[src/rtl/imem_responder.sv]
// imem_responder: word-addressed instruction/data memory with a fixed read
// latency. Writes complete in one cycle. Reads return after LAT cycles.
// Misaligned requests and simultaneous rd+wr requests produce an error pulse.
module imem_responder #(
    parameter int LAT = 2,
    parameter int AW  = 8
) (
    input  logic        clk,
    input  logic        rst,
    input  logic        rd,
    input  logic        wr,
    input  logic [15:0] addr,
    input  logic [15:0] data_in,
    output logic [15:0] data_out,
    output logic        done,
    output logic        stall,
    output logic        err
);

    typedef enum logic {IDLE, BUSY} state_t;

    state_t          state;
    logic [2:0]      cnt;
    logic [AW-1:0]   ridx;
    logic [15:0]     mem [2**AW];

    logic [AW-1:0]   idx;
    logic            accept;
    logic            bad;
    logic            wr_ok;
    logic            unused_addr_hi;

    // Byte address to word index; the upper bits alias (wrap).
    assign idx            = addr[AW:1];
    assign unused_addr_hi = ^addr[15:AW+1];

    // A request is only looked at in IDLE and outside reset.
    assign accept = (state == IDLE) && !rst && (rd || wr);
    assign bad    = (rd && wr) || addr[0];
    assign wr_ok  = accept && !bad && wr;

    // Array write port; contents survive reset.
    always_ff @(posedge clk) begin
        if (wr_ok)
            mem[idx] <= data_in;
    end

    // Control FSM: accepts requests in IDLE and times reads with a down-counter.
    always_ff @(posedge clk) begin
        if (rst) begin
            state    <= IDLE;
            cnt      <= 3'd0;
            ridx     <= '0;
            done     <= 1'b0;
            err      <= 1'b0;
            stall    <= 1'b0;
            data_out <= 16'h0000;
        end else begin
            done <= 1'b0;
            err  <= 1'b0;
            case (state)
                IDLE: begin
                    if (accept) begin
                        if (bad) begin
                            err <= 1'b1;
                        end else if (wr) begin
                            done <= 1'b1;
                        end else if (LAT == 1) begin
                            // Single-cycle read: no BUSY state needed.
                            data_out <= mem[idx];
                            done     <= 1'b1;
                        end else begin
                            state <= BUSY;
                            cnt   <= 3'(LAT - 1);
                            ridx  <= idx;
                            stall <= 1'b1;
                        end
                    end
                end
                BUSY: begin
                    // Requests here are ignored; the array cannot change while busy.
                    if (cnt == 3'd1) begin
                        data_out <= mem[ridx];
                        done     <= 1'b1;
                        stall    <= 1'b0;
                        cnt      <= 3'd0;
                        state    <= IDLE;
                    end else begin
                        cnt <= cnt - 3'd1;
                    end
                end
                default: state <= IDLE;
            endcase
        end
    end

endmodule

[config.mk]
export PLATFORM = sky130hd
export DESIGN_NAME = imem_responder
export DESIGN_NICKNAME = d
export VERILOG_FILES = /design/src/rtl/imem_responder.sv
export SDC_FILE = /design/constraint.sdc
export NUM_CORES = 2
export LEC_CHECK = 0
export CAP_MARGIN = 20
export CORE_MARGIN = 2
export CORE_UTILIZATION = 40
export CTS_BUF_LIST = sky130_fd_sc_hd__clkbuf_2 sky130_fd_sc_hd__clkbuf_4 sky130_fd_sc_hd__clkbuf_8
export DETAILED_ROUTE_END_ITERATION = 12
export MAX_ROUTING_LAYER = met4
export PLACE_DENSITY = 0.51
export SETUP_SLACK_MARGIN = 0.5
export SYNTH_ARGS = -nofsm -noshare
export SYNTH_HDL_FRONTEND = slang
export SYNTH_SLANG_ARGS = --single-unit
[constraint.sdc]
create_clock -name clk -period 5.02 [get_ports clk]
set_clock_uncertainty 0.15 [all_clocks]
set_input_delay 1.506 -clock clk [delete_from_list [all_inputs] [get_ports clk]]
set_output_delay 1.506 -clock clk [all_outputs]
set_load 0.05 [all_outputs]
==> impl_metrics.tcl <==
set metrics [dict create \
    fin_ws_ns 0.608 \
    initial_core_util 0.402 \
    drt_iter0_markers 9057 \
    p_leak_nw 56.2 \
    fin_area_mm2 0.184 \
    placedCellCount 13100 \
    grt_pass1_vias 81400 \
    cts.reportedPaths.clkPinSlew_ns 0.06 \
    numCtsBuffers 679 \
    final_cells 14300 \
    dp_hpwl_um 284000 \
    io_pins 55 \
    drive_gt1_frac 0.292 \
    h-tree-depth 6 \
    max-cap-violations 0 \
    tightest_slew_ns 1.35 \
    path_cells "clkdlybuf4s50_1" \
    globalplace.congestion 0.874 \
    routed_wl_um 459000 \
    status "finished clean" \
    yosys_most_used_dff "edfxtp_1" \
    ant_nets 0 \
    grt_pass1_wl_um 638000 \
    ir_drop_mv 0.308 \
    vias 81400 \
    synth_edf_count 4096 \
    post_cts_buffers 0 \
    setup_viol 0 \
    cpPeakStageDelay_ns 0.90 \
    die_height_um 635 \
    startpoint_type "flip-flop" \
    finalCriticalPeriod_ns 4.41 \
    design.die.area_mm2 0.403 \
    crit_path_end_kind "output pin" \
    most-common-layout-cells "edfxtp_1 (4096), mux4_2 (739), clkbuf_8 (694)" \
    rr_worst_depth 11 \
    dpl_cell_area_mm2 0.171 \
    powerDensity_mw_per_mm2 373 \
    hold_depth 2 \
    avgRoutedWirePerCell_um 32.1 \
    grt_use_total 0.232 \
    synth_seq_cells 4127 \
    arrival_ns 2.76 \
    synth_top_area_share 0.773 \
    async_reset_ff_frac 0 \
    final_common_cell "edfxtp_1" \
    cts_root_buf "clkbuf_8" \
    hold_violations 0 \
    drt_pre_antenna_iters 8 \
    crit_type "flip-flop to output pin" \
    syn_inst 7538 \
    crit_buf_inv 1 \
    grt-ovfl-total 0 \
    core_mm2 0.396 \
    synth.area.top_cells "edfxtp_1 (77%), mux4_2 (10%), mux2i_1 (3.7%)" \
    hp-class "flip-flop to flip-flop" \
    power.total_mw 68.7 \
    die_w_um 635 \
    cp_max_fo 2 \
    synth_area_leader_cell "edfxtp_1" \
    synth-warning-count 0 \
    drv_slew 0 \
    clock_latency_ns 1.25 \
    dr_wl_met2_um 217000 \
    preCtsSetupSlack_ns 0.171 \
    top_layer "met4" \
    worstSetupPathDepth 1 \
    synth.distinct_cells 68 \
    postCtsHoldBufs 0 \
    syn_area_mm2 0.159 \
    m1WireLength_um 197000 \
    drc 0 \
    ys_seq_area_frac 0.777 \
    grt_max_degree 121 \
    syn-num-nets 7576 \
    clockBufferDepth 4 \
    clock.fmax_mhz 227 \
    drt-vias-per-instance 5.69 \
    setup_tns_ns 0 \
    crit_family "buffers and inverters" \
    io_buffers 47 \
    area_delta_synth_final_pct 16.0 \
    crit_slowest_cell "clkdlybuf4s50_1" \
    cts_tree "yes" \
    num_rows 231 \
    cts.sinks 4127 \
    worstPathRequired_ns 3.36 \
    min_period_over_period 0.879 \
    final_nets 8553 \
    antenna_found_initial 21 \
    max_slew_margin 0.0996 \
    avgSynthCellArea_um2 21.1 \
    dr_wl_met3_um 30800 \
    rsz0062_at_grt "no" \
]
==> tightest hold or removal path, stage by stage, from the launching register on <==
cell	delay, ns
dfxtp_1	0.31
nand2_1	0.05
nand2_1	0.04
==> report_power, final <==
| group | leakage (nW) | switching [mW] | internal, mW | total, mW |
|---|---|---|---|---|
| clock network | 6.97 | 13.5 | 15.3 | 28.8 |
| logic | 12.1 | 1.47 | 0.530 | 2.00 |
| registers | 37.1 | 0.0178 | 37.9 | 37.9 |
==> cells in the mapped netlist (4+ instances only) <==
cell,instances
a2111oi_0,42
a211o_1,4
a211oi_1,75
a21oi_1,133
a221oi_1,37
a22o_1,8
a22oi_1,119
a31oi_1,5
and2_1,8
and3_1,4
buf_1,20
buf_12,6
buf_2,107
buf_4,54
buf_6,80
buf_8,31
clkbuf_1,141
clkbuf_4,7
dfxtp_1,31
edfxtp_1,4096
inv_1,5
mux2_2,8
mux2i_1,587
mux4_1,19
mux4_2,739
nand2_1,268
nand3_1,48
nand3b_1,4
nand4_1,23
nand4b_1,8
nor2_1,292
nor2b_1,12
nor3_1,27
nor3b_1,4
nor4_1,19
o211ai_1,16
o21ai_0,84
o221ai_1,112
o22ai_1,197
or3_1,10
or3b_2,4
==> layout make-up <==
class,count,area [µm²]
tap,5242,6560
multi-input combinational,2957,32700
clock inverter,286,1830
inverter,6,31.3
sequential,4127,124000
timing repair buffer,744,8340
antenna,11,27.5
clock buffer,932,11300
fill,33300,212000
==> through the flow <==
stage                      util  hold WS [ns]
final                     0.466         0.293
after detailed placement  0.432         0.287
after floorplan               -         0.316
after global routing      0.466         0.347
after CTS                 0.466         0.297
after global placement    0.432         0.287
==> registers in the layout, summed over array words and instances, names as in the netlist <==
name      flops
cnt           3
mem        4096
stall         1
err           1
state         1
data_out     16
ridx          8
done          1
==> metal layers <==
| layer | vias to the layer above | track usage |
|---|---|---|
| li1 | 33800 | - |
| met1 | 43700 | 0.321 |
| met2 | 3121 | 0.358 |
| met3 | 736 | 0.0350 |
| met4 | 0 | 0.0703 |
| met5 | - | - |
==> path summary, 6_finish.rpt <==
kind	from	endpoint	slack, ns
hold / removal	stall	stall	0.29
setup / recovery	data_out[4]	data_out[4]	0.61
hold reg to reg	stall	stall	0.29
setup reg to reg	ridx[1]	data_out[5]	0.76
==> logic make-up (layout without fill, tap and decap cells) <==
group / after synthesis / in the layout / share of synthesized area
simple gates: 741 / 741 / 0.0201
compound gates: 861 / 861 / 0.0375
buf+inv: 454 / 1968 / 0.0196
mux: 1353 / 1353 / 0.145
fa+ha+maj: 2 / 2 / 0.000157
other cells: 0 / 11 / 0
flops: 4127 / 4127 / 0.777
==> repair_timing <==
item,CTS,global route
hold endpoints to repair,0,0
endpoints found under the setup margin,1,0
resized for setup,1,0
Power figures use the tool's default switching activity.
